--- src/rtl/pipeline_ctrl_stager_pkg.sv ---
// rtl/pipeline_ctrl_stager_pkg.sv - shared widths, bundle bit indices, forward selects and bubble values
// Purpose: common definitions for the control stager and its forwarding unit.
package pipeline_ctrl_stager_pkg;

    localparam int DEF_REG_AW  = 5;
    localparam int DEF_ALUOP_W = 3;

    // EX bundle {ALUop, ALUsrc, RegDst}
    localparam int REGDST = 0;
    localparam int ALUSRC = 1;

    // MEM bundle {MEM_cs, MEM_we}
    localparam int MEM_WE = 0;
    localparam int MEM_CS = 1;

    // WB bundle {WB_mux, Reg_we}
    localparam int REG_WE = 0;
    localparam int WB_MUX = 1;

    typedef enum logic [1:0] {
        FWD_REGFILE = 2'b00,
        FWD_MEMWB   = 2'b01,
        FWD_EXMEM   = 2'b10
    } fwd_sel_e;

    // A bubble clears every control bit, so no side-effect enable can fire.
    localparam logic [1:0] MEM_BUBBLE = 2'b00;
    localparam logic [1:0] WB_BUBBLE  = 2'b00;

endpackage

--- src/rtl/pipeline_ctrl_stager_forward_unit.sv ---
// rtl/pipeline_ctrl_stager_forward_unit.sv - EX operand forwarding select for one source register
// Purpose: picks regfile / EX/MEM / MEM/WB for one EX operand.
// Ports:
//   i_src        EX-stage source register
//   i_exmem_we   EX/MEM Reg_we,  i_exmem_dst EX/MEM destination
//   i_memwb_we   MEM/WB Reg_we,  i_memwb_dst MEM/WB destination
//   o_sel        00 regfile, 10 EX/MEM, 01 MEM/WB
module pipeline_ctrl_stager_forward_unit
    import pipeline_ctrl_stager_pkg::*;
#(
    parameter int REG_AW = DEF_REG_AW
) (
    input  logic [REG_AW-1:0] i_src,
    input  logic              i_exmem_we,
    input  logic [REG_AW-1:0] i_exmem_dst,
    input  logic              i_memwb_we,
    input  logic [REG_AW-1:0] i_memwb_dst,
    output logic [1:0]        o_sel
);

    // r0 is hardwired zero, so it is never a forwarding source.
    // EX/MEM is checked first: it holds the younger, more recent value.
    always_comb begin
        o_sel = FWD_REGFILE;
        if (i_src != '0) begin
            if (i_exmem_we && (i_exmem_dst == i_src)) begin
                o_sel = FWD_EXMEM;
            end else if (i_memwb_we && (i_memwb_dst == i_src)) begin
                o_sel = FWD_MEMWB;
            end
        end
    end

endmodule

--- src/rtl/pipeline_ctrl_stager.sv ---
// rtl/pipeline_ctrl_stager.sv - ID/EX, EX/MEM, MEM/WB control staging with hazard, flush and forwarding
// Purpose: carries decoder control bundles and dest tags down the pipe, stalls on
//   load-use, flushes IF/ID on taken jump/branch, and drives EX forwarding selects.
// Ports:
//   clk_i, rst_n_i (async active-low), hold_i (global freeze)
//   pc_ctrl_i, ex_ctrl_i, mem_ctrl_i, wb_ctrl_i, rs_i, rt_i, rd_i   from ID-stage decoder
//   ex_ctrl_o (ID/EX), mem_ctrl_o (EX/MEM), wb_ctrl_o/wb_dst_o (MEM/WB)
//   fwd_a_o, fwd_b_o  EX operand selects; stall_o, flush_o  IF/ID control
module pipeline_ctrl_stager
    import pipeline_ctrl_stager_pkg::*;
#(
    parameter int REG_AW  = DEF_REG_AW,
    parameter int ALUOP_W = DEF_ALUOP_W
) (
    input  logic                 clk_i,
    input  logic                 rst_n_i,
    input  logic                 hold_i,
    input  logic [1:0]           pc_ctrl_i,
    input  logic [ALUOP_W+1:0]   ex_ctrl_i,
    input  logic [1:0]           mem_ctrl_i,
    input  logic [1:0]           wb_ctrl_i,
    input  logic [REG_AW-1:0]    rs_i,
    input  logic [REG_AW-1:0]    rt_i,
    input  logic [REG_AW-1:0]    rd_i,
    output logic [ALUOP_W+1:0]   ex_ctrl_o,
    output logic [1:0]           mem_ctrl_o,
    output logic [1:0]           wb_ctrl_o,
    output logic [REG_AW-1:0]    wb_dst_o,
    output logic [1:0]           fwd_a_o,
    output logic [1:0]           fwd_b_o,
    output logic                 stall_o,
    output logic                 flush_o
);

    logic [ALUOP_W+1:0] r_idex_ex;
    logic [1:0]         r_idex_mem;
    logic [1:0]         r_idex_wb;
    logic [REG_AW-1:0]  r_idex_rs;
    logic [REG_AW-1:0]  r_idex_rt;
    logic [REG_AW-1:0]  r_idex_dst;

    logic [1:0]         r_exmem_mem;
    logic [1:0]         r_exmem_wb;
    logic [REG_AW-1:0]  r_exmem_dst;

    logic [1:0]         r_memwb_wb;
    logic [REG_AW-1:0]  r_memwb_dst;

    logic [REG_AW-1:0]  w_id_dst;
    logic               w_idex_load;
    logic               w_stall;

    assign w_id_dst    = ex_ctrl_i[REGDST] ? rd_i : rt_i;
    assign w_idex_load = r_idex_mem[MEM_CS] & ~r_idex_mem[MEM_WE];
    assign w_stall     = w_idex_load & (r_idex_dst != '0)
                       & ((r_idex_dst == rs_i) | (r_idex_dst == rt_i));

    always_ff @(posedge clk_i or negedge rst_n_i) begin
        if (!rst_n_i) begin
            r_idex_ex   <= '0;
            r_idex_mem  <= MEM_BUBBLE;
            r_idex_wb   <= WB_BUBBLE;
            r_idex_rs   <= '0;
            r_idex_rt   <= '0;
            r_idex_dst  <= '0;
            r_exmem_mem <= MEM_BUBBLE;
            r_exmem_wb  <= WB_BUBBLE;
            r_exmem_dst <= '0;
            r_memwb_wb  <= WB_BUBBLE;
            r_memwb_dst <= '0;
        end else if (!hold_i) begin
            // The load keeps moving while the dependent instruction waits in IF/ID.
            if (w_stall) begin
                r_idex_ex  <= '0;
                r_idex_mem <= MEM_BUBBLE;
                r_idex_wb  <= WB_BUBBLE;
                r_idex_rs  <= '0;
                r_idex_rt  <= '0;
                r_idex_dst <= '0;
            end else begin
                r_idex_ex  <= ex_ctrl_i;
                r_idex_mem <= mem_ctrl_i;
                r_idex_wb  <= wb_ctrl_i;
                r_idex_rs  <= rs_i;
                r_idex_rt  <= rt_i;
                r_idex_dst <= w_id_dst;
            end
            r_exmem_mem <= r_idex_mem;
            r_exmem_wb  <= r_idex_wb;
            r_exmem_dst <= r_idex_dst;
            r_memwb_wb  <= r_exmem_wb;
            r_memwb_dst <= r_exmem_dst;
        end
    end

    pipeline_ctrl_stager_forward_unit #(.REG_AW(REG_AW)) u_fwd_a (
        .i_src       (r_idex_rs),
        .i_exmem_we  (r_exmem_wb[REG_WE]),
        .i_exmem_dst (r_exmem_dst),
        .i_memwb_we  (r_memwb_wb[REG_WE]),
        .i_memwb_dst (r_memwb_dst),
        .o_sel       (fwd_a_o)
    );

    pipeline_ctrl_stager_forward_unit #(.REG_AW(REG_AW)) u_fwd_b (
        .i_src       (r_idex_rt),
        .i_exmem_we  (r_exmem_wb[REG_WE]),
        .i_exmem_dst (r_exmem_dst),
        .i_memwb_we  (r_memwb_wb[REG_WE]),
        .i_memwb_dst (r_memwb_dst),
        .o_sel       (fwd_b_o)
    );

    assign ex_ctrl_o  = r_idex_ex;
    assign mem_ctrl_o = r_exmem_mem;
    assign wb_ctrl_o  = r_memwb_wb;
    assign wb_dst_o   = r_memwb_dst;
    assign stall_o    = w_stall;
    // Stall wins: a branch behind an unresolved load cannot be redirected yet.
    // Gated by reset so the output is 0 while reset is asserted.
    assign flush_o    = rst_n_i & (|pc_ctrl_i) & ~w_stall;

endmodule
--- config.mk ---
export PLATFORM = sky130hd
export DESIGN_NAME = pipeline_ctrl_stager
export DESIGN_NICKNAME = d
export VERILOG_FILES = /design/src/rtl/pipeline_ctrl_stager_pkg.sv /design/src/rtl/pipeline_ctrl_stager_forward_unit.sv /design/src/rtl/pipeline_ctrl_stager.sv
export SDC_FILE = /design/constraint.sdc
export NUM_CORES = 1
export LEC_CHECK = 0
export CAP_MARGIN = 40
export CORE_UTILIZATION = 45
export CTS_CLUSTER_SIZE = 10
export DETAILED_ROUTE_END_ITERATION = 16
export GPL_TIMING_DRIVEN = 0
export PLACE_DENSITY_LB_ADDON = 0.08
export SLEW_MARGIN = 20
export SYNTH_ARGS = -nofsm -noshare
export SYNTH_HDL_FRONTEND = slang
export SYNTH_SLANG_ARGS = --single-unit
--- constraint.sdc ---
create_clock -name clk_i -period 1.7 [get_ports clk_i]
set_input_delay 0.425 -clock clk_i [delete_from_list [all_inputs] [get_ports clk_i]]
set_output_delay 0.425 -clock clk_i [all_outputs]
set_load 0.05 [all_outputs]
======== Word level (Yosys, flattened, before mapping) ========
Index checks and enable logic that the tools add are counted.
Widths: inputs -> output; s select.
storage, ports and cells
  bits in registers ....................... 40
  input port bits ......................... 29
  output and inout bits ................... 20
  word-level logic and storage cells ...... 46
cells by class
  eq/ne operators ......................... 6
  muxes and demuxes ....................... 13
  bitwise gates (word level) .............. 8
  reduce and logical (&&, ||, !) cells .... 8
operators by type and width
  operator           count
  $eq 5x5->1         6
  $mux 5             5
  $reduce_bool 5->1  3
  $mux 2             6
  $and 1x1->1        5
  $logic_and 1x1->1  4
  $mux 1             2
  $not 1->1          2
  $reduce_or 2->1    1
  $or 1x1->1         1

======== Depth between registers and ports, before layout ========
  depth after elaboration ................. 6
  mapped depth ............................ 5
  depth with buffers taken out ............ 4

======== Cells and area by module ========
From an unflattened synthesis, not the netlist that was laid out.
unflattened totals
  cell total of the unflattened synthesis .. 178
  area total of the unflattened synthesis .. 2162.1 sq um
by module, submodules not included
  module                             times used  cells each  area each (sq um)  sequential area each (sq um)
  pipeline_ctrl_stager               1           142         1896.8             1001.0
  pipeline_ctrl_stager_forward_unit  2           18          132.6              0.0

======== Worst setup path after synthesis ========
Ideal clock, no wire load.
  path kind ............................... flip-flop to output port
  from .................................... reg r_memwb_dst[1], in the netlist wb_dst_o[1]
  to ...................................... out fwd_a_o[0]
  arrival time ............................ 2602 ps
  data required time ...................... 1275 ps
  setup slack ............................. -1327 ps
  cell stages (with the launch flop) ...... 4
  path buffers ............................ 0
  cell sequence ........................... dfrtp_1 > xnor2_1 > nand4_1 > nor4b_1
on the way
  cells in the longest elaborated chain, start to end .. 5
ends and longest elaborated chain
  what                    RTL line                                 text
  from (decl)             pipeline_ctrl_stager.sv:47               logic [REG_AW-1:0] r_memwb_dst;
  from (signal assigned)  pipeline_ctrl_stager.sv:92               r_memwb_dst <= r_exmem_dst;
  $eq 5x5->1              pipeline_ctrl_stager_forward_unit.sv:28  end else if (i_memwb_we && (i_memwb_dst == i_src)) begin
  $logic_and 1x1->1       pipeline_ctrl_stager_forward_unit.sv:28
  $mux 1                  pipeline_ctrl_stager_forward_unit.sv:28
  $mux 2                  pipeline_ctrl_stager_forward_unit.sv:26  if (i_exmem_we && (i_exmem_dst == i_src)) begin
  $mux 2                  pipeline_ctrl_stager_forward_unit.sv:25  if (i_src != '0) begin
  to (decl)               pipeline_ctrl_stager.sv:29               output logic [1:0] fwd_a_o,
No other way between the ends.

======== Worst setup path after layout ========
  from .................................... reg r_idex_dst[2]
  to ...................................... out stall_o
on the way
  cells in the longest elaborated chain, start to end .. 3
  elaborated cells between the ends (all ways) .. 6
  classes of those cells .................. eq/ne: 2; bitwise: 3; reduce/logical: 1
ends and longest elaborated chain
  what                                             RTL line                                                text
  from (decl)                                      pipeline_ctrl_stager.sv:40                              logic [REG_AW-1:0] r_idex_dst;
  from (signal assigned)                           pipeline_ctrl_stager.sv:86                              r_idex_dst <= w_id_dst;
  $eq 5x5->1 or $reduce_bool 5->1 (tied branches)  pipeline_ctrl_stager.sv:56, pipeline_ctrl_stager.sv:55
  $or 1x1->1 or $and 1x1->1 (tied branches)        pipeline_ctrl_stager.sv:56, pipeline_ctrl_stager.sv:55
  $and 1x1->1 *                                    pipeline_ctrl_stager.sv:56                              & ((r_idex_dst == rs_i) | (r_idex_dst == rt_i));
  to (decl)                                        pipeline_ctrl_stager.sv:31                              output logic stall_o,
Mark *: on every way between the ends. The rest lies on a longest branch, timed or not.

==> reports/summary.json <==
{
  "setup_viol_count_final": 26,
  "grt_antenna_before_repair": 0,
  "vias": 1638,
  "max_slew.worst_pin.slew_ns": 0.7354,
  "cp_slowest_stage_delay_ns": 0.55,
  "gr-total-overflow": 0,
  "dp.final_hpwl_microns": 3617,
  "most_numerous_cell_in_the_yosys_netlist": "dfrtp_1",
  "grt_usage_pct": 22.47,
  "yosysUniqueCellTypes": 25,
  "synthCells": 179,
  "final_max_slew_viol_count": 0,
  "worst_setup_path_start_kind": "register",
  "synth_nets": 208,
  "worst_ep_arrival_time_ns": 1.82,
  "placement.setup.worst_slack_ns": -1.503,
  "cts_inserted_buffers": 5,
  "worst_r2r_path_depth": 7,
  "fill_cells": 335,
  "grt_start_max_net_pins": 30,
  "clock_latency_ns": 0.29,
  "r2r-end": "r_idex_rt[0]$_DFFE_PN0N_",
  "comb_power_share_pct": 35.7,
  "vias_in_the_first_global_route": 1705,
  "drc_errors": 0,
  "master_cell_of_the_clock_root_buffer": "clkbuf_8",
  "switching_share_pct": 35.48,
  "violations": "setup timing",
  "synthTopCellsByArea": "dfrtp_1 (46%), mux2i_1 (11%), mux2_2 (11%)",
  "fmax_ghz": 0.4445,
  "synthFlopType": "dfrtp_1",
  "fin_nets": 282,
  "top_level_pins": 49,
  "vdd_drop_max_mv": 0.5426,
  "syn_avg_cell_area_sq_um": 12.12,
  "worstSetupEndpointType": "output port",
  "first_iter_violations": 55,
  "r2r-start": "r_idex_dst[2]$_DFFE_PN0N_",
  "fin_worst_skew_ns": 0.004840,
  "number_of_maximum_capacitance_violations": 0,
  "postLayoutSetupSlackWorst_ns": -0.5496,
  "timing.setup.critical_path_class": "register to output port",
  "placement.io_buffers": 46,
  "dr_wl_met3_microns": 200,
  "synth.yosys.seq_area_share_pct": 46.14,
  "wl_per_cell_microns": 17.42,
  "layout_worst_path_cycle_share_pct": 132.3,
  "clkSinkCount": 40,
  "post-route-min-period_ns": 2.250,
  "chipHeight_microns": 71.44,
  "cp_slowest_cell": "or4_4",
  "weighted_congestion_at_the_end_of_routability_driven_global_placement": 0.8897,
  "cell_by_cell_listing_of_the_critical_path": "or4_4 > o21ai_4 > inv_2 > and2_4 > buf_8",
  "synth.ff_latch_count": 40,
  "netlist.top_cell.by_area": "dfrtp_1",
  "synth.top_cell.area_share_pct": 46.14,
  "synth_edf_count": 0,
  "sequentialPowerShare_pct": 40.2,
  "worst_ep_required_time_ns": 1.27,
  "tritoncts": "built",
  "met2_length_microns": 2765,
  "holdWs_ns": 0.01216,
  "switching_power_mw": 1.135,
  "core_sq_um": 4504,
  "hold_path.class": "input pin to asynchronous set/reset pin",
  "post_synth_instance_area_sq_um": 2170,
  "cellInternalPower_mw": 2.064,
  "fp.dieW_microns": 71.44,
  "clk_transition_reported_paths_ns": 0.08,
  "reg2reg_setup_slack_ns": -0.06,
  "worst_slew_margin_rel_pct": 50.97,
  "avgViaCountPerCell": 5.353,
  "die_area_sq_um": 5103,
  "drtAntennaViolNets": 0,
  "grt_pass1_wl_microns": 8556,
  "clock_power_share_pct": 24.1,
  "setup_repair_after_global_routing_missed_its_margin": "true",
  "post_route_cells_drive_above_1_share_pct": 44.09,
  "wirelength_met1_microns": 2294,
  "dominant_delay_contributor_by_cell_family_on_the_critical_path": "simple AND/OR/NAND/NOR gates",
  "fp-row-count": 24,
  "area.growth.synth_to_final_pct": 44.46,
  "final_hold_viol_count": 0,
  "worstPathMaxFanout": 2,
  "totalWireLength_microns": 5332,
  "antennaDiodeCount": 0,
  "async_flop_share_pct": 100.0,
  "netlist_top_cells_count": "dfrtp_1 (40), mux2i_1 (24), xnor2_1 (22)",
  "cts_max_level": 2,
  "worstPathBufferInverterCount": 2,
  "drtPass1Iterations": 4,
  "pwr_density_cell_nw_per_um2": 1021,
  "floorplan.initialDensity_pct": 48.17,
  "highest_layer": "met4",
  "run_status": "finished with violations",
  "leakagePower_nw": 1.342,
  "clockBufferDepth": 2,
  "yosysWarnings": 0
}
-- how the worst max path moves through the flow --
stage                                    from         end  slack, ns  cells past startpoint
detailed placement                    rs_i[0]     flush_o      -1.50                      7
CTS                 r_idex_dst[2]$_DFFE_PN0N_     stall_o      -0.54                      5
global placement                      rst_n_i     flush_o      -2.38                      4
global route        r_idex_dst[2]$_DFFE_PN0N_     stall_o      -0.57                      5
finish              r_idex_dst[2]$_DFFE_PN0N_     stall_o      -0.55                      5
floorplan             wb_dst_o[1]$_DFFE_PN0N_  fwd_a_o[0]      -0.25                      3
-- cells in the final DEF, fill, tap and decap left out, types with 2 or more instances in the layout --
master	n
a21oi_1	4
nor4b_4	2
buf_2	3
xor2_1	8
mux2i_1	24
clkbuf_1	4
dfrtp_2	11
buf_8	2
dlymetal6s2s_1	4
dlygate4sd2_1	11
nor4_1	2
nand3_1	4
or4_4	3
xnor2_1	21
clkdlybuf4s50_1	20
clkbuf_8	5
buf_4	18
nand4_1	2
nor2_4	5
dfrtp_1	29
a21oi_2	20
nand2_1	4
clkdlybuf4s15_1	3
mux2_2	21
buf_6	11
-- worst reg2reg max path: stages (launching register included) --
cell	delay, ns
dfrtp_2	0.42
or4_4	0.55
o21ai_4	0.16
buf_4	0.13
buf_4	0.10
nor2_4	0.06
buf_6	0.14
a21oi_2	0.13
-- cell families after synthesis --
family	count (synthesis)	synth area share, %
buffers and inverters	12	3.172
xor gates and xnor gates	30	12.11
DFF	40	46.14
AOI/OAI and AO/OA	28	10.44
and+or+nand+nor	24	6.171
muxes	45	21.97
-- stage by stage --
step	power, mW	utilization, %	setup TNS [ns]	instances	cell area, sq um
final	3.199	69.58	-3.900	306	3134
after global routing	3.363	69.58	-5.006	306	3134
after CTS	3.186	68.19	-2.821	302	3072
after detailed placement	2.338	61.72	-15.35	278	2780
after global placement	2.301	61.39	-46.09	277	2765
after floorplan	1.986	-	-0.8240	179	2240
-- power by group through the flow --
stage                     Clock [mW]  Sequential [mW]  Combinational (mW)
after global placement             0             1.30                1.00
after detailed placement           0             1.31                1.03
after floorplan                    0             1.45               0.535
after global routing           0.841             1.31                1.21
final                          0.772             1.29                1.14
after CTS                      0.793             1.28                1.11
-- state kept, by name, summed over array words and instances, names as in the netlist --
name         flops
mem_ctrl_o       2
r_idex_dst       5
r_idex_rt        5
ex_ctrl_o        5
r_exmem_dst      5
r_idex_wb        2
r_exmem_wb       2
r_idex_rs        5
wb_dst_o         5
r_idex_mem       2
wb_ctrl_o        2
-- final cells by class --
| type | count | area [sq um] | area share, % |
|---|---|---|---|
| plain buffers | 11 | 81.33 | 2.595 |
| inverters | 1 | 3.754 | 0.1198 |
| repair buffers | 67 | 645.6 | 20.60 |
| flip-flops and latches | 40 | 1015 | 32.38 |
| clock buffers | 5 | 68.82 | 2.196 |
| clock inverters | 3 | 42.54 | 1.357 |
| multi-input cells | 127 | 1212 | 38.68 |
| well taps | 52 | 65.06 | 2.076 |
-- per-layer routing --
layer	vias up	track usage [%]
li1	775	-
met4	0	6.222
met5	-	0
met1	816	28.03
met2	40	39.79
met3	7	4.360
-- repair_timing --
item / 4_1_cts / 5_1_grt
endpoints found under the setup margin: 39 / 28
gates cloned: 2 / 0
hold buffers: 0 / 0
setup buffers: 14 / 4
gates resized for setup: 82 / 10
pin swaps: 12 / 12
(Power assumes the default switching activity.)
